### src/rtl/clock_pkg.sv
// -----------------------------------------------------------------------------
// clock_pkg
// Shared constants and types for the digital clock design.
//   CLK_HZ                  : system clock frequency in Hz
//   DEB_CYCLES_DEF          : default debounce window (10 ms)
//   REPEAT_DELAY_DEF        : default press-to-first-repeat delay (0.5 s)
//   REPEAT_PERIOD_DEF       : default repeat interval (0.1 s)
//   rpt_state_t             : per-channel auto-repeat FSM state
// -----------------------------------------------------------------------------
package clock_pkg;

    localparam int CLK_HZ            = 50_000_000;
    localparam int DEB_CYCLES_DEF    = CLK_HZ / 100;
    localparam int REPEAT_DELAY_DEF  = CLK_HZ / 2;
    localparam int REPEAT_PERIOD_DEF = CLK_HZ / 10;

    typedef enum logic [1:0] {
        RPT_IDLE,
        RPT_DELAY,
        RPT_REPEAT
    } rpt_state_t;

endpackage

### src/rtl/btn_debounce_ch.sv
// -----------------------------------------------------------------------------
// btn_debounce_ch
// One button channel: two-flop synchroniser, debounce counter, registered
// press/release strobes and (with BUTTON_AUTO_REPEAT_EN defined) an
// auto-repeat FSM that re-fires btn_press while the button is held.
//
// Ports:
//   clk         in  system clock
//   clr         in  asynchronous active-high reset
//   btn_raw     in  raw contact input (asynchronous, active-high)
//   btn_level   out debounced level
//   btn_press   out one-cycle strobe on accepted press (and on repeats)
//   btn_release out one-cycle strobe on accepted release
//   btn_held    out high while in the auto-repeat phase (0 if feature off)
//
// Build option: BUTTON_AUTO_REPEAT_EN enables the auto-repeat FSM.
// -----------------------------------------------------------------------------
module btn_debounce_ch
    import clock_pkg::*;
#(
    parameter int DEB_CYCLES    = DEB_CYCLES_DEF,
    parameter int REPEAT_DELAY  = REPEAT_DELAY_DEF,
    parameter int REPEAT_PERIOD = REPEAT_PERIOD_DEF
) (
    input  logic clk,
    input  logic clr,
    input  logic btn_raw,
    output logic btn_level,
    output logic btn_press,
    output logic btn_release,
    output logic btn_held
);

    localparam int CW = $clog2(DEB_CYCLES + 1);
    localparam logic [CW-1:0] DEB_LAST = CW'(DEB_CYCLES - 1);

    logic          s1;
    logic          s2;
    logic          stable;
    logic [CW-1:0] cnt;
    logic          accept;
    logic          rise_evt;
    logic          fall_evt;
    logic          rpt_pulse;

    // A new level is accepted once s2 has disagreed with the stable level
    // for DEB_CYCLES consecutive cycles; any agreement restarts the count.
    assign accept   = (s2 != stable) && (cnt == DEB_LAST);
    assign rise_evt = accept &  s2;
    assign fall_evt = accept & ~s2;

    // Synchroniser, debounce counter and output strobe registers
    always_ff @(posedge clk or posedge clr) begin
        if (clr) begin
            s1          <= 1'b0;
            s2          <= 1'b0;
            stable      <= 1'b0;
            cnt         <= '0;
            btn_press   <= 1'b0;
            btn_release <= 1'b0;
        end else begin
            s1 <= btn_raw;
            s2 <= s1;
            if (s2 == stable) begin
                cnt <= '0;
            end else if (cnt == DEB_LAST) begin
                stable <= s2;
                cnt    <= '0;
            end else begin
                cnt <= cnt + CW'(1);
            end
            btn_press   <= rise_evt | rpt_pulse;
            btn_release <= fall_evt;
        end
    end

    assign btn_level = stable;

`ifdef BUTTON_AUTO_REPEAT_EN
    localparam int RMAX = (REPEAT_DELAY > REPEAT_PERIOD) ? REPEAT_DELAY : REPEAT_PERIOD;
    localparam int RW   = $clog2(RMAX + 1);
    localparam logic [RW-1:0] RD_LAST = RW'(REPEAT_DELAY - 1);
    localparam logic [RW-1:0] RP_LAST = RW'(REPEAT_PERIOD - 1);

    rpt_state_t    state;
    rpt_state_t    state_n;
    logic [RW-1:0] rc;
    logic [RW-1:0] rc_n;

    // Repeat FSM state register
    always_ff @(posedge clk or posedge clr) begin
        if (clr) begin
            state <= RPT_IDLE;
            rc    <= '0;
        end else begin
            state <= state_n;
            rc    <= rc_n;
        end
    end

    // A release always wins: it returns to idle and suppresses any repeat
    // strobe that would have landed on the same cycle.
    always_comb begin
        state_n   = state;
        rc_n      = rc;
        rpt_pulse = 1'b0;
        if (fall_evt) begin
            state_n = RPT_IDLE;
            rc_n    = '0;
        end else begin
            case (state)
                RPT_IDLE: begin
                    if (rise_evt) begin
                        state_n = RPT_DELAY;
                        rc_n    = '0;
                    end
                end
                RPT_DELAY: begin
                    if (rc == RD_LAST) begin
                        rpt_pulse = 1'b1;
                        state_n   = RPT_REPEAT;
                        rc_n      = '0;
                    end else begin
                        rc_n = rc + RW'(1);
                    end
                end
                RPT_REPEAT: begin
                    if (rc == RP_LAST) begin
                        rpt_pulse = 1'b1;
                        rc_n      = '0;
                    end else begin
                        rc_n = rc + RW'(1);
                    end
                end
                default: begin
                    state_n = RPT_IDLE;
                    rc_n    = '0;
                end
            endcase
        end
    end

    assign btn_held = (state == RPT_REPEAT);
`else
    assign rpt_pulse = 1'b0;
    assign btn_held  = 1'b0;
`endif

endmodule

### src/rtl/button_conditioner.sv
// -----------------------------------------------------------------------------
// button_conditioner
// Conditions N_BTN raw button/switch lines into clean clk-domain levels and
// single-cycle press/release strobes. Channels are fully independent.
//
// Ports:
//   clk         in  system clock
//   clr         in  asynchronous active-high reset
//   btn_raw     in  [N_BTN] raw contact inputs, active-high
//   btn_level   out [N_BTN] debounced levels
//   btn_press   out [N_BTN] press strobes (plus auto-repeats when enabled)
//   btn_release out [N_BTN] release strobes
//   btn_held    out [N_BTN] auto-repeat phase indicator (0 if feature off)
//
// Build option: BUTTON_AUTO_REPEAT_EN enables per-channel auto-repeat.
// -----------------------------------------------------------------------------
module button_conditioner
    import clock_pkg::*;
#(
    parameter int N_BTN         = 4,
    parameter int DEB_CYCLES    = DEB_CYCLES_DEF,
    parameter int REPEAT_DELAY  = REPEAT_DELAY_DEF,
    parameter int REPEAT_PERIOD = REPEAT_PERIOD_DEF
) (
    input  logic             clk,
    input  logic             clr,
    input  logic [N_BTN-1:0] btn_raw,
    output logic [N_BTN-1:0] btn_level,
    output logic [N_BTN-1:0] btn_press,
    output logic [N_BTN-1:0] btn_release,
    output logic [N_BTN-1:0] btn_held
);

    for (genvar i = 0; i < N_BTN; i++) begin : g_ch
        btn_debounce_ch #(
            .DEB_CYCLES    (DEB_CYCLES),
            .REPEAT_DELAY  (REPEAT_DELAY),
            .REPEAT_PERIOD (REPEAT_PERIOD)
        ) u_ch (
            .clk         (clk),
            .clr         (clr),
            .btn_raw     (btn_raw[i]),
            .btn_level   (btn_level[i]),
            .btn_press   (btn_press[i]),
            .btn_release (btn_release[i]),
            .btn_held    (btn_held[i])
        );
    end

endmodule

### config.mk
export PLATFORM = sky130hd
export DESIGN_NAME = button_conditioner
export DESIGN_NICKNAME = d
export VERILOG_FILES = /design/src/rtl/clock_pkg.sv /design/src/rtl/btn_debounce_ch.sv /design/src/rtl/button_conditioner.sv
export SDC_FILE = /design/constraint.sdc
export NUM_CORES = 1
export LEC_CHECK = 0
export CAP_MARGIN = 20
export CORE_ASPECT_RATIO = 1.5
export CORE_MARGIN = 3
export CORE_UTILIZATION = 54
export CTS_CLUSTER_SIZE = 30
export DETAILED_ROUTE_END_ITERATION = 7
export PLACE_DENSITY_LB_ADDON = 0.25
export SETUP_SLACK_MARGIN = 0.3
export SLEW_MARGIN = 25
export SYNTH_ARGS = -nofsm -noshare
export SYNTH_HDL_FRONTEND = slang
export SYNTH_SLANG_ARGS = --single-unit
### constraint.sdc
create_clock -name clk -period 2.65 [get_ports clk]
set_input_delay 0.265 -clock clk [delete_from_list [all_inputs] [get_ports clk]]
set_output_delay 0.265 -clock clk [all_outputs]
set_load 0.01 [all_outputs]
==> PnR_summary.wiki <==
{| class="wikitable"
! Metric !! Value
|-
| Post-Place Setup Slack || 0.502 ns
|-
| Total Power || 2.82 mW
|-
| Starting density of the core || 56.0%
|-
| Cell area after layout || 5030 µm²
|-
| Number of nets in the layout || 459
|-
| Die Ht || 118 µm
|-
| Number of DRC violations after detailed-routing iteration 0 || 121
|-
| Post-route minimum period || 2.16 ns
|-
| CTS Sinks || 96
|-
| Minimum hold slack || 0.353 ns
|-
| Timing-limited maximum frequency || 464 MHz
|-
| Most common cell after layout, fill and taps aside || sky130_fd_sc_hd__dfrtp_1
|-
| Class of the tightest hold or removal check || reg -> reg
|-
| Critical Path End Type || flip-flop
|-
| Worst Setup Slack, final || 0.493 ns
|-
| P per Cell Area || 560 nW/µm²
|-
| Number of failing setup endpoints in the final timing report || 0
|-
| Initial antenna violation count || 0
|-
| Mean routed wirelength per cell || 14.3 µm
|-
| Sum of negative setup slack || 0 ns
|-
| Sequential-to-total area share from yosys stat || 53.0%
|-
| Area added between synthesis and finish || 10.9%
|-
| Source of the critical timing path || g_ch[2].u_ch.cnt[11]
|-
| Quantity of I/O buffers inserted on ports || 17
|-
| Count of unique library cells instantiated by Yosys || 41
|-
| Placer's final routability congestion estimate || 0.876
|-
| PostCTS Resize Cnt || 0
|-
| Wire length of the first global-routing pass || 14.5 mm
|-
| Maximum clock skew at final layout || 0.00797 ns
|-
| Die extent in x || 80.8 µm
|-
| Classification of the worst setup path || reg -> reg
|-
| Netlist area before placement || 4540 µm²
|-
| Worst Path Required || 2.88 ns
|-
| GRT Residual Overflow || 0
|-
| Clock latency of the later-clocked register in the worst-skew pair || 0.34 ns
|-
| Vias post-DR || 3,155
|-
| Max-slew violation total from the final report || 0
|-
| Number of synthesized register bits || 96
|-
| Number of global-route vias before repair || 3,263
|-
| Area after DPL || 4750 µm²
|-
| Cell-by-cell trace of the critical path || or4b_1 -> or4_4 -> or2_4 -> mux2_4
|-
| Worst Setup Start Kind || flip-flop
|-
| Worst vdd rail ir drop || 0.468 mV
|-
| Count of final hold-check violations || 0
|-
| Via-per-instance ratio || 5.64
|-
| Setup repair after global routing missed its margin || no
|-
| Result of the run || finished clean
|-
| Wirelength, routed || 8.01 mm
|-
| Tcrit/Tclk final || 81.4%
|-
| Startpoint of the tightest hold check path || g_ch[1].u_ch.s1
|-
| Mapped Cells || 438
|-
| CP Max Fanout || 6
|-
| Clock-pin slew of the registers on the worst-case setup and hold paths || 0.06 ns
|-
| Post-CTS Setup Repair Bufs || 0
|-
| Worst path buffer plus inverter count || 0
|-
| Residual DRC count || 0
|-
| # diodes || 0
|-
| Critical path's slowest cell || sky130_fd_sc_hd__or4_4
|-
| Overall Global Routing Usage || 19.0%
|-
| Clock tree from TritonCTS || built
|-
| Slew HR || 66.6%
|-
| Placement row count || 40
|-
| Buffer cell driving the clock tree root || sky130_fd_sc_hd__clkbuf_16
|-
| Die Footprint || 9560 µm²
|-
| Remaining antenna violation count || 0
|-
| Crit path arrival time || 2.38 ns
|-
| Worst slew pin tran || 0.501 ns
|-
| Commonest non-fill, non-tap cells in the layout || 96 x sky130_fd_sc_hd__dfrtp_1, 49 x sky130_fd_sc_hd__nor2_1, 30 x sky130_fd_sc_hd__xor2_1, 23 x sky130_fd_sc_hd__nand2_1, 23 x sky130_fd_sc_hd__nand3_1
|-
| Total number of H-tree levels || 3
|-
| First-pass iteration count of the detailed router || 4
|-
| Share of cells above drive strength 1 || 7.27%
|-
| Quantity of hold-fixing buffers added after cts || 0
|-
| IO Pins || 22
|-
| Family of cells with the greatest summed delay on the critical path || simple AND/OR/NAND/NOR gates
|-
| Startpoint of the lowest-slack register-to-register path || g_ch[2].u_ch.cnt[11]
|-
| Sum of net half-perimeters after detailed placement || 5.55 mm
|-
| Number of buffers added by the clock tree synthesis step || 9
|-
| Area of the core || 8110 µm²
|-
| Maximum number of pins on one net before global-route repair || 97
|-
| Mean post-synth cell area || 10.4 µm²
|-
| Max Root-Sink Buffers || 2
|-
| Count of warnings emitted by yosys || 0
|-
| Leakage Power || 2.08 nW
|-
| MaxCap Viol Count || 0
|-
| Maximum cell stage delay along the critical path || 0.53 ns
|}
-- where the power goes --
| part | switching (mW) | internal [mW] |
|---|---|---|
| sequential | 0.0199 | 1.49 |
| combinational | 0.0627 | 0.0330 |
| clock | 0.546 | 0.668 |
| total | 0.628 | 2.19 |
-- cells in the mapped netlist --
cell / number / area share, %
sky130_fd_sc_hd__dfrtp_1: 96 / 53
sky130_fd_sc_hd__nor2_1: 49 / 4.1
sky130_fd_sc_hd__xor2_1: 30 / 5.8
sky130_fd_sc_hd__nand2_1: 23 / 1.9
sky130_fd_sc_hd__nand3_1: 23 / 2.5
sky130_fd_sc_hd__a21oi_1: 22 / 2.4
sky130_fd_sc_hd__nand4_1: 22 / 3.0
sky130_fd_sc_hd__xnor2_1: 20 / 3.9
sky130_fd_sc_hd__buf_4: 17 / 2.8
sky130_fd_sc_hd__or3_1: 14 / 1.9
sky130_fd_sc_hd__o21ai_0: 13 / 1.4
sky130_fd_sc_hd__nor3b_1: 11 / 1.8
sky130_fd_sc_hd__or4_1: 11 / 1.8
sky130_fd_sc_hd__o31ai_1: 10 / 1.7
sky130_fd_sc_hd__and3_1: 9 / 1.2
sky130_fd_sc_hd__and4_1: 9 / 1.7
sky130_fd_sc_hd__clkbuf_1: 8 / 0.66
sky130_fd_sc_hd__and2_1: 7 / 0.97
sky130_fd_sc_hd__inv_1: 6 / 0.50
sky130_fd_sc_hd__ha_1: 4 / 1.1
sky130_fd_sc_hd__nor3_1: 4 / 0.44
sky130_fd_sc_hd__nor4_1: 4 / 0.55
sky130_fd_sc_hd__mux2_2: 3 / 0.74
sky130_fd_sc_hd__nor4b_1: 3 / 0.58
sky130_fd_sc_hd__buf_2: 2 / 0.22
sky130_fd_sc_hd__nor2b_1: 2 / 0.28
sky130_fd_sc_hd__o21ai_1: 2 / 0.22
sky130_fd_sc_hd__and3_2: 1 / 0.17
sky130_fd_sc_hd__and4_2: 1 / 0.22
sky130_fd_sc_hd__conb_1: 1 / 0.083
sky130_fd_sc_hd__mux2_4: 1 / 0.33
sky130_fd_sc_hd__nand2b_1: 1 / 0.14
sky130_fd_sc_hd__nand3b_1: 1 / 0.17
sky130_fd_sc_hd__nand4bb_1: 1 / 0.25
sky130_fd_sc_hd__nor4bb_1: 1 / 0.22
sky130_fd_sc_hd__o21ai_2: 1 / 0.19
sky130_fd_sc_hd__or2_2: 1 / 0.14
sky130_fd_sc_hd__or2_4: 1 / 0.19
sky130_fd_sc_hd__or2b_1: 1 / 0.17
sky130_fd_sc_hd__or4_4: 1 / 0.25
sky130_fd_sc_hd__or4b_1: 1 / 0.22
-- worst register-to-register path, delay by kind of cell (launching register included) --
kind | cells | cell delay (ns)
AND/OR/NAND/NOR | 3 | 1.31
flip-flops | 1 | 0.44
multiplexers | 1 | 0.29
-- stage by stage --
stage | std cells | util (%)
floorplan | 441 | -
global placement | 543 | 58.6
detailed placement | 543 | 58.6
CTS | 559 | 62.1
global route | 559 | 62.1
finish | 559 | 62.1
-- cells by family after synthesis --
group                    synth area share [%]
AO/OA/AOI/OAI                            5.93
XOR/XNOR                                 9.65
adder cells (fa/ha/maj)                  1.10
buffers and inverters                    4.19
flip-flops                               53.0
multiplexers                             1.08
other                                  0.0827
AND/OR/NAND/NOR                          25.0
-- registers in the layout, indices dropped and copies added (netlist names) --
signal,count
g_ch.u_ch.cnt,76
g_ch.u_ch.s1,4
g_ch.u_ch.btn_release,4
g_ch.u_ch.s2,4
g_ch.u_ch.btn_press,4
g_ch.u_ch.btn_level,4
-- area by class of cell --
class                      count  area [µm²]
clock inverter                 5        38.8
inverter                       6        26.3
multi-input combinational    312        1960
sequential                    96        2400
tap                          105         131
clock buffer                  11         243
timing repair buffer          24         235
fill                         682        3080
-- path summary, 6_finish.rpt --
check / to / slack, ns / cells past startpoint
max: g_ch[2].u_ch.btn_level / 0.49 / 4
min: g_ch[1].u_ch.s2 / 0.35 / 0
max reg2reg: g_ch[2].u_ch.btn_level / 0.49 / 4
min reg2reg: g_ch[1].u_ch.s2 / 0.35 / 0
max in group asynchronous: g_ch[2].u_ch.btn_level / 1.85 / 3
min in group asynchronous: g_ch[1].u_ch.cnt[4] / 0.41 / 3
-- per-layer routing --
| layer | vias up | part of all wire [%] | GRT usage (%) |
|---|---|---|---|
| met1 | 1548 | 43 | 24.0 |
| met5 | - | 0 | 0 |
| met3 | 10 | 2.4 | 3.28 |
| met4 | 0 | 2.1 | 9.41 |
| li1 | 1560 | - | - |
| met2 | 37 | 52 | 31.0 |
Note: power is estimated with default switching activity, not from simulation.
